## src/rtl/riscv_core_p.sv

```systemverilog
// Shared core types: data-memory read-owner encoding and arbiter defaults.
package riscv_core_p;

    typedef enum logic [1:0] {
        RD_NONE = 2'd0,
        RD_CPU  = 2'd1,
        RD_EXT  = 2'd2
    } rd_owner_t;

    localparam int unsigned STARVE_LIMIT_DEFAULT = 8;
    localparam int unsigned STARVE_CNT_W         = 8;

endpackage

```

## src/rtl/riscv_dmem_arbiter.sv

```systemverilog
// Single-port data-memory arbiter between the CPU MEM stage and an external debug/loader master.
// Define DMEM_ARB_STARVE_GUARD_EN to add the ext starvation counter; otherwise CPU has strict priority.
module riscv_dmem_arbiter
    import riscv_core_p::*;
#(
    parameter int unsigned XLEN         = 32,
    parameter int unsigned STARVE_LIMIT = STARVE_LIMIT_DEFAULT
) (
    input  logic            clk,
    input  logic            rst,

    input  logic            cpu_req,
    input  logic            cpu_we,
    input  logic [XLEN-1:0] cpu_addr,
    input  logic [XLEN-1:0] cpu_wdata,
    output logic [XLEN-1:0] cpu_rdata,
    output logic            cpu_stall,

    input  logic            ext_valid,
    output logic            ext_ready,
    input  logic            ext_we,
    input  logic [XLEN-1:0] ext_addr,
    input  logic [XLEN-1:0] ext_wdata,
    output logic [XLEN-1:0] ext_rdata,
    output logic            ext_rvalid,

    output logic            mem_en,
    output logic            mem_we,
    output logic [XLEN-1:0] mem_addr,
    output logic [XLEN-1:0] mem_wdata,
    input  logic [XLEN-1:0] mem_rdata
);

    if (STARVE_LIMIT < 1 || STARVE_LIMIT > 255) begin : g_bad_starve_limit
        $error("STARVE_LIMIT must be in 1..255");
    end

    rd_owner_t r_rd_state;
    rd_owner_t w_rd_state_next;

    logic w_cpu_grant;
    logic w_ext_grant;
    logic w_force_ext;

`ifdef DMEM_ARB_STARVE_GUARD_EN
    localparam logic [STARVE_CNT_W-1:0] LimitCnt = STARVE_CNT_W'(STARVE_LIMIT);

    logic [STARVE_CNT_W-1:0] r_starve_cnt;

    // Gated by rst so grants during reset see the counter at its reset value.
    assign w_force_ext = ext_valid && !rst && (r_starve_cnt == LimitCnt);

    always_ff @(posedge clk) begin
        if (rst) begin
            r_starve_cnt <= '0;
        end else if (w_ext_grant) begin
            r_starve_cnt <= '0;
        end else if (ext_valid && (r_starve_cnt != LimitCnt)) begin
            r_starve_cnt <= r_starve_cnt + 1'b1;
        end
    end
`else
    assign w_force_ext = 1'b0;
`endif

    assign w_ext_grant = ext_valid && (!cpu_req || w_force_ext);
    assign w_cpu_grant = cpu_req && !w_ext_grant;

    assign cpu_stall = cpu_req && !w_cpu_grant;
    assign ext_ready = w_ext_grant;

    always_comb begin
        mem_en    = 1'b0;
        mem_we    = 1'b0;
        mem_addr  = '0;
        mem_wdata = '0;
        if (w_cpu_grant) begin
            mem_en    = 1'b1;
            mem_we    = cpu_we;
            mem_addr  = cpu_addr;
            mem_wdata = cpu_wdata;
        end else if (w_ext_grant) begin
            mem_en    = 1'b1;
            mem_we    = ext_we;
            mem_addr  = ext_addr;
            mem_wdata = ext_wdata;
        end
    end

    // Read-owner FSM: remembers who issued last cycle's load.
    always_ff @(posedge clk) begin
        if (rst) begin
            r_rd_state <= RD_NONE;
        end else begin
            r_rd_state <= w_rd_state_next;
        end
    end

    always_comb begin
        w_rd_state_next = RD_NONE;
        if (w_cpu_grant && !cpu_we) begin
            w_rd_state_next = RD_CPU;
        end else if (w_ext_grant && !ext_we) begin
            w_rd_state_next = RD_EXT;
        end
    end

    // rdata is a straight wire; only the ext valid pulse depends on ownership.
    always_comb begin
        cpu_rdata  = mem_rdata;
        ext_rdata  = mem_rdata;
        ext_rvalid = 1'b0;
        unique case (r_rd_state)
            RD_EXT:  ext_rvalid = !rst;
            RD_CPU:  ext_rvalid = 1'b0;
            default: ext_rvalid = 1'b0;
        endcase
    end

endmodule
```

## config.mk

```make
export PLATFORM = sky130hd
export DESIGN_NAME = riscv_dmem_arbiter
export DESIGN_NICKNAME = d
export VERILOG_FILES = /design/src/rtl/riscv_core_p.sv /design/src/rtl/riscv_dmem_arbiter.sv
export SDC_FILE = /design/constraint.sdc
export NUM_CORES = 1
export LEC_CHECK = 0
export ABC_CLOCK_PERIOD_IN_PS = 800
export BUFFER_PORTS_ARGS = -buffer_cell sky130_fd_sc_hd__buf_2
export CAP_MARGIN = 0
export CORE_AREA = 4 4 115 117
export CTS_CLUSTER_SIZE = 16
export DETAILED_ROUTE_END_ITERATION = 10
export DIE_AREA = 0 0 119 121
export GPL_TIMING_DRIVEN = 0
export PLACE_DENSITY = 0.52
export REMOVE_ABC_BUFFERS = 1
export SYNTH_ARGS = -nofsm -noshare
export SYNTH_HDL_FRONTEND = slang
export SYNTH_SLANG_ARGS = --single-unit
```

## constraint.sdc

```tcl
create_clock -name clk -period 0.8 [get_ports clk]
set_input_delay 0.12 -clock clk [delete_from_list [all_inputs] [get_ports clk]]
set_output_delay 0.12 -clock clk [all_outputs]
set_load 0.005 [all_outputs]
```

==> flow_summary.json, run 1 <==
{
  "ctsHtreeMaxLevel": 1,
  "critPathRequiredTime_ns": 0.68,
  "crit_fanout": 13,
  "final.setup.worst_slack_ns": -0.174,
  "reg_top3": "r_rd_state x2",
  "holdWs_ns": 0.0882,
  "power_frac_seq": 0.050,
  "p_int_mw": 1.50,
  "start_util": 0.101,
  "fmax_mhz": 1030,
  "antenna_found_initial": 1,
  "post_drt_via_cell_ratio": 4.05,
  "cts_sinks": 2,
  "cap_violations": 0,
  "setup_viol": 67,
  "die_w_um": 119,
  "synth.avg_cell_area_um2": 8.16,
  "ir_worst_vdd_mv": 0.528,
  "worstSetupEndpointType": "output pin",
  "tritoncts": "done",
  "p_comb_frac": 0.597,
  "root_buffer": "clkbuf_16",
  "clk_pin_slew_ns": 0.03,
  "portBuffers": 201,
  "crit_family": "buffers and inverters",
  "core_area_um2": 12400,
  "violations": "negative setup slack",
  "ys_warn_count": 0,
  "largest_reg_flops": 2,
  "power_density_nw_per_um2": 890,
  "leakage_nw": 1.34,
  "hp-class": "input port to flip-flop",
  "critPathArrivalTime_ns": 0.85,
  "drive_gt1_frac": 0.765,
  "pwr-share-clk": 0.353,
  "path_buf_inv": 3,
  "tns_ns": -7.85,
  "min_period_ns": 0.974,
  "grt_max_degree": 19,
  "ys_ff_latch": 2,
  "place_hpwl_mm": 6.59,
  "cts_hold_buffers": 0,
  "netlist_instances": 153,
  "fin_cells": 470,
  "cts_made_buffers": 3,
  "pin_count": 299,
  "wl_per_cell_um": 22.0,
  "drcViolationCount": 0,
  "nNetsFinal": 466,
  "hold_end": "r_rd_state[1]",
  "slowest_delay_ns": 0.16,
  "dr.pass1.iters": 4,
  "synth_seq_area_share": 0.0321,
  "globalplace.congestion": 0.758,
  "grt-ovfl-total": 0,
  "rsz0062_at_grt": "true",
  "synth.area.top_cells": "a22o_1, buf_4, buf_6, dfxtp_1, buf_2",
  "regMostFlops": "r_rd_state",
  "n_antenna_cell": 0,
  "final_cell_mix": "buf_2, a22o_1, buf_6, buf_12",
  "placementRows": 41,
  "slew_violations": 0,
  "netlist.top_cell.by_area": "a22o_1",
  "netlist_area_um2": 1250,
  "power.switching_mw": 0.587,
  "drt_first_iter_violations": 64,
  "worstHoldStart": "ext_we",
  "cts_buffer_depth": 2,
  "grt_pass1_wl_mm": 13.2,
  "area_growth_pct": 88.3,
  "start_kind": "input port",
  "grt_usage": 0.131,
  "status": "complete, but fails checks",
  "cpMaxStageDelayCell": "nor2b_4",
  "finalHoldViolations": 0,
  "drt_wl_total_mm": 10.3,
  "yosys.cell_types.count": 10,
  "hold_depth": 2,
  "die-area_um2": 14400,
  "grt_pass1_vias": 1906,
  "crit_type": "input port to output pin",
  "vias": 1902,
  "synth_top_cell_area_share": 0.456,
  "layout_commonest_cell": "buf_2",
  "switching_share": 0.280,
  "worstPathCellList": "buf_16 > nor2b_4 > buf_12 > a22o_1 > buf_2",
  "die_h_um": 121,
  "final_antenna_net_count": 0,
  "period_share": 1.22,
  "final_core_util": 0.190,
  "dp_cells": 446
}
[worst max path at each step]
stage                    from             to  depth (start not counted)
floorplan           ext_valid   mem_addr[29]                          2
global placement      cpu_req    mem_addr[7]                          4
detailed placement    cpu_req   mem_addr[30]                          4
CTS                   cpu_req  mem_wdata[15]                          5
global route          cpu_req    mem_addr[7]                          5
finish                cpu_req  mem_wdata[15]                          5
[power by group through the flow]
| stage | registers (mW) | clock network (mW) | logic [mW] |
|---|---|---|---|
| 6_report | 0.105 | 0.738 | 1.25 |
| 5_1_grt | 0.105 | 0.762 | 1.35 |
| 4_1_cts | 0.105 | 0.753 | 1.25 |
| 3_5_place_dp | 0.106 | 0 | 0.972 |
| 3_3_place_gp | 0.106 | 0 | 0.959 |
| 2_1_floorplan | 0.106 | 0 | 0.329 |
[per-stage QoR]
step	instance area, um2	power [mW]	setup slack, ns
6_report	2350	2.09	-0.174
5_1_grt	2350	2.21	-0.199
4_1_cts	2340	2.11	-0.164
3_5_place_dp	1880	1.08	-1.69
3_3_place_gp	1880	1.06	-1.55
2_1_floorplan	656	0.435	-0.495
[cell families after synthesis]
family	Yosys count	share of synthesized area
and+or+nand+nor	5	0.0341
DFF	2	0.0321
other	1	0.00300
AOI/OAI and AO/OA	65	0.456
buffers and inverters	80	0.475
[layout make-up]
cell class,count,area (um2)
clock buffers,3,75.1
fillers,1374,10000
multi-input cells,74,664
flip-flops and latches,2,40.0
well taps,172,215
repair buffers,219,1360
[repair_timing]
item                       4_1_cts  5_1_grt
cloned                           7        0
setup endpoints to repair       70       68
pin swaps                        2        0
setup buffers                   13        1
resized for setup               18        2
[cells in the mapped netlist]
library cell  instances
a22o_1               65
or2_2                 1
nor2b_4               1
conb_1                1
clkbuf_1              3
buf_4                66
buf_2                 6
dfxtp_1               2
nor3b_1               3
buf_6                 5
[layer usage]
metal  GRT usage  up-vias  wire length, um
met3       0.105       10             1960
li1            -      810                -
met1       0.142      831             3910
met4      0.0217        4               79
met5      0.0588        -               54
met2       0.197      247             4320
Note: power is estimated with default switching activity, not from simulation.
==> inputs of run 2 (changes only) <==
--- a/config.mk
+++ b/config.mk
@@ -15,6 +15,7 @@
 export GPL_TIMING_DRIVEN = 0
 export PLACE_DENSITY = 0.52
 export REMOVE_ABC_BUFFERS = 1
+export SKIP_CTS_REPAIR_TIMING = 1
 export SYNTH_ARGS = -nofsm -noshare
 export SYNTH_HDL_FRONTEND = slang
 export SYNTH_SLANG_ARGS = --single-unit
==> flow_summary.json, run 2 (synthesis results as in run 1) <==
{
  "cts_made_buffers": 3,
  "grt_usage": 0.0971,
  "final_core_util": 0.187,
  "cts_sinks": 2,
  "drt_wl_total_mm": 9.79,
  "root_buffer": "clkbuf_16",
  "drt_first_iter_violations": 74,
  "crit_type": "input port to output pin",
  "grt-ovfl-total": 0,
  "cts_buffer_depth": 2,
  "core_area_um2": 12400,
  "final.setup.worst_slack_ns": -0.298,
  "area_growth_pct": 85.3,
  "critPathRequiredTime_ns": 0.68,
  "tritoncts": "done",
  "drive_gt1_frac": 0.764,
  "cpMaxStageDelayCell": "a22o_1",
  "portBuffers": 201,
  "post_drt_via_cell_ratio": 4.03,
  "nNetsFinal": 464,
  "worstHoldStart": "ext_we",
  "n_antenna_cell": 0,
  "power.total_mw": 2.04,
  "die_w_um": 119,
  "drcViolationCount": 0,
  "finalHoldViolations": 0,
  "vias": 1886,
  "pin_count": 299,
  "clk_pin_slew_ns": 0.03,
  "min_period_ns": 1.10,
  "grt_max_degree": 69,
  "status": "complete, but fails checks",
  "cap_violations": 0,
  "globalplace.congestion": 0.758,
  "antenna_found_initial": 1,
  "fillerInstances": 1369,
  "fmax_mhz": 910,
  "leakage_nw": 1.31,
  "start_util": 0.101,
  "layout_commonest_cell": "buf_2",
  "final_cell_mix": "buf_2, a22o_1, clkbuf_16, buf_6",
  "worstSetupEndpointType": "output pin",
  "power_density_nw_per_um2": 882,
  "crit_fanout": 6,
  "path_buf_inv": 4,
  "die-area_um2": 14400,
  "hold_depth": 2,
  "placementRows": 41,
  "dr.pass1.iters": 4,
  "violations": "negative setup slack",
  "regMostFlops": "r_rd_state",
  "rsz0062_at_grt": "true",
  "ctsHtreeMaxLevel": 1,
  "grt_pass1_wl_mm": 10.3,
  "wl_per_cell_um": 20.9,
  "final_antenna_net_count": 0,
  "hold_end": "r_rd_state[1]",
  "crit_family": "buffers and inverters",
  "die_h_um": 121,
  "critPathArrivalTime_ns": 0.98,
  "setup_viol": 68,
  "period_share": 1.37,
  "grt_pass1_vias": 1685,
  "worstPathCellList": "buf_8 > nor2b_4 > buf_12 > clkbuf_16 > a22o_1 > buf_2",
  "ir_worst_vdd_mv": 0.528,
  "start_kind": "input port",
  "slew_violations": 0,
  "place_hpwl_mm": 6.59,
  "hp-class": "input port to flip-flop",
  "reg_top3": "r_rd_state x2",
  "slowest_delay_ns": 0.20,
  "largest_reg_flops": 2
}
==> run 2: worst max-delay path by stage <==
stage | from | endpoint | slack, ns | cells after the start
2_1_floorplan | ext_valid | mem_addr[29] | -0.50 | 2
4_1_cts | cpu_req | mem_wdata[15] | -1.69 | 4
6_report | ext_valid | mem_addr[4] | -0.30 | 6
3_3_place_gp | cpu_req | mem_addr[7] | -1.55 | 4
3_5_place_dp | cpu_req | mem_addr[30] | -1.69 | 4
5_1_grt | cpu_req | mem_addr[4] | -0.33 | 6
==> run 2: power breakdown <==
group	switching, mW	internal, mW	total (mW)
clock network	0.103	0.635	0.738
logic	0.461	0.736	1.20
registers	0.00115	0.104	0.105
total	0.565	1.48	2.04
==> run 2: metrics by stage <==
step | std cells | cell area (um2) | hold WS (ns) | worst slack, ns | TNS, ns
after global placement | 446 | 1880 | 0.240 | -1.55 | -101.34
after global routing | 468 | 2310 | 0.0983 | -0.331 | -17.21
final | 468 | 2310 | 0.0878 | -0.298 | -14.75
after floorplan | 73 | 656 | 0.195 | -0.495 | -32.76
after detailed placement | 446 | 1880 | 0.240 | -1.69 | -111.09
after CTS | 449 | 1950 | 0.0828 | -1.69 | -110.73
==> run 2: layout make-up <==
type                    instances  area, um2  area share
multi-input cells              72        637       0.275
well taps                     172        215      0.0930
repair buffers                219       1350       0.582
clock buffers                   3       75.1      0.0324
flip-flops and latches          2       40.0      0.0173
==> run 2: per-layer routing <==
metal | track usage | wire length (um)
met4 | 0.0174 | 46
met3 | 0.106 | 2050
met5 | 0.0588 | 68
met1 | 0.105 | 3550
met2 | 0.123 | 4070
==> inputs of run 3 (changes only) <==
--- a/config.mk
+++ b/config.mk
@@ -5,13 +5,13 @@
 export SDC_FILE = /design/constraint.sdc
 export NUM_CORES = 1
 export LEC_CHECK = 0
-export ABC_CLOCK_PERIOD_IN_PS = 800
+export ABC_CLOCK_PERIOD_IN_PS = 1300
 export BUFFER_PORTS_ARGS = -buffer_cell sky130_fd_sc_hd__buf_2
 export CAP_MARGIN = 0
-export CORE_AREA = 4 4 115 117
+export CORE_AREA = 4 4 112 114
 export CTS_CLUSTER_SIZE = 16
 export DETAILED_ROUTE_END_ITERATION = 10
-export DIE_AREA = 0 0 119 121
+export DIE_AREA = 0 0 116 118
 export GPL_TIMING_DRIVEN = 0
 export PLACE_DENSITY = 0.52
 export REMOVE_ABC_BUFFERS = 1
==> constraint.sdc (replaced) <==
create_clock -name clk -period 1.3 [get_ports clk]
set_input_delay 0.195 -clock clk [delete_from_list [all_inputs] [get_ports clk]]
set_output_delay 0.195 -clock clk [all_outputs]
set_load 0.005 [all_outputs]
==> flow_summary.json, run 3 (synthesis results as in run 1) <==
{
  "finalHoldViolations": 0,
  "die_w_um": 116,
  "vias": 1814,
  "tns_ns": 0,
  "placementRows": 39,
  "die_h_um": 118,
  "hp-class": "input port to flip-flop",
  "grt_max_degree": 69,
  "post_drt_via_cell_ratio": 4.22,
  "area_growth_pct": 70.0,
  "grt_usage": 0.108,
  "wl_per_cell_um": 23.2,
  "crit_fanout": 10,
  "critPathArrivalTime_ns": 1.07,
  "core_area_um2": 11400,
  "leakage_nw": 1.23,
  "drt_wl_total_mm": 9.99,
  "worstSetupEndpointType": "output pin",
  "cts_sinks": 2,
  "holdWs_ns": 0.161,
  "crit_type": "input port to output pin",
  "layout_commonest_cell": "buf_2",
  "grt_pass1_wl_mm": 10.8,
  "dr.pass1.iters": 4,
  "portBuffers": 201,
  "start_kind": "input port",
  "critPathRequiredTime_ns": 1.11,
  "grtUsageMet1": 0.120,
  "fillerInstances": 1283,
  "grt_busiest_layer": "met2",
  "ir_worst_vdd_mv": 0.552,
  "final_antenna_net_count": 0,
  "tritoncts": "done",
  "reg_top3": "r_rd_state x2",
  "globalplace.congestion": 0.743,
  "drt_first_iter_violations": 52,
  "grt_util_met3": 0.114,
  "fmax_mhz": 788,
  "ctsHtreeMaxLevel": 1,
  "cap_violations": 0,
  "drcViolationCount": 0,
  "grt_pass1_vias": 1692,
  "grt-ovfl-total": 0,
  "nNetsFinal": 455,
  "min_period_ns": 1.27,
  "n_antenna_cell": 0,
  "final_cell_mix": "buf_2, a22o_1, clkbuf_16, nor3b_1, buf_6",
  "period_share": 0.976,
  "antenna_found_initial": 1,
  "met2_usage": 0.140,
  "power_density_nw_per_um2": 574,
  "start_util": 0.109,
  "cts_buffer_depth": 2,
  "regMostFlops": "r_rd_state",
  "clk_pin_slew_ns": 0.03,
  "drive_gt1_frac": 0.753,
  "largest_reg_flops": 2,
  "die-area_um2": 13700,
  "slew_violations": 0,
  "status": "finished, final reports clean",
  "cts_made_buffers": 3,
  "pin_count": 299,
  "root_buffer": "clkbuf_16",
  "setup_viol": 0
}
run 3: critical path, stage by stage:
cell and delay, ns:
buf_4 0.13, nor2b_4 0.13, buf_6 0.13, buf_12 0.14
a22o_1 0.21, buf_2 0.15
run 3: through the flow:
stage	power, mW	cells	cell area (um2)	utilization	setup WS (ns)
after floorplan	0.267	73	656	-	-0.145
after global placement	0.665	417	1840	0.161	-1.25
after detailed placement	0.675	417	1840	0.161	-1.37
after CTS	1.14	420	1920	0.168	-1.37
after global routing	1.30	430	2120	0.186	-0.00319
final	1.22	430	2120	0.186	0.0306
run 3: where the power goes:
part | total [mW] | switching (mW) | internal [mW]
clock network | 0.458 | 0.0671 | 0.391
registers | 0.0644 | 0.000439 | 0.0640
logic | 0.697 | 0.285 | 0.412
run 3: path summary, 6_finish.rpt:
path	start	end	cells after the start
setup / recovery	ext_valid	mem_wdata[1]	6
hold / removal	cpu_we	r_rd_state[0]	2
run 3: final cells by class:
| class | instances | area [um2] | share of cell area |
|---|---|---|---|
| timing repair buffer | 210 | 1200 | 0.565 |
| sequential | 2 | 40.0 | 0.0189 |
| clock buffer | 3 | 75.1 | 0.0354 |
| tap | 143 | 179 | 0.0843 |
| multi-input combinational | 72 | 629 | 0.296 |
run 3: routing by layer:
metal  share of wire  vias to the layer above
li1                -                      783
met1            0.38                      785
met2            0.38                      234
met3            0.23                        8
met4          0.0050                        4
met5          0.0082                        -
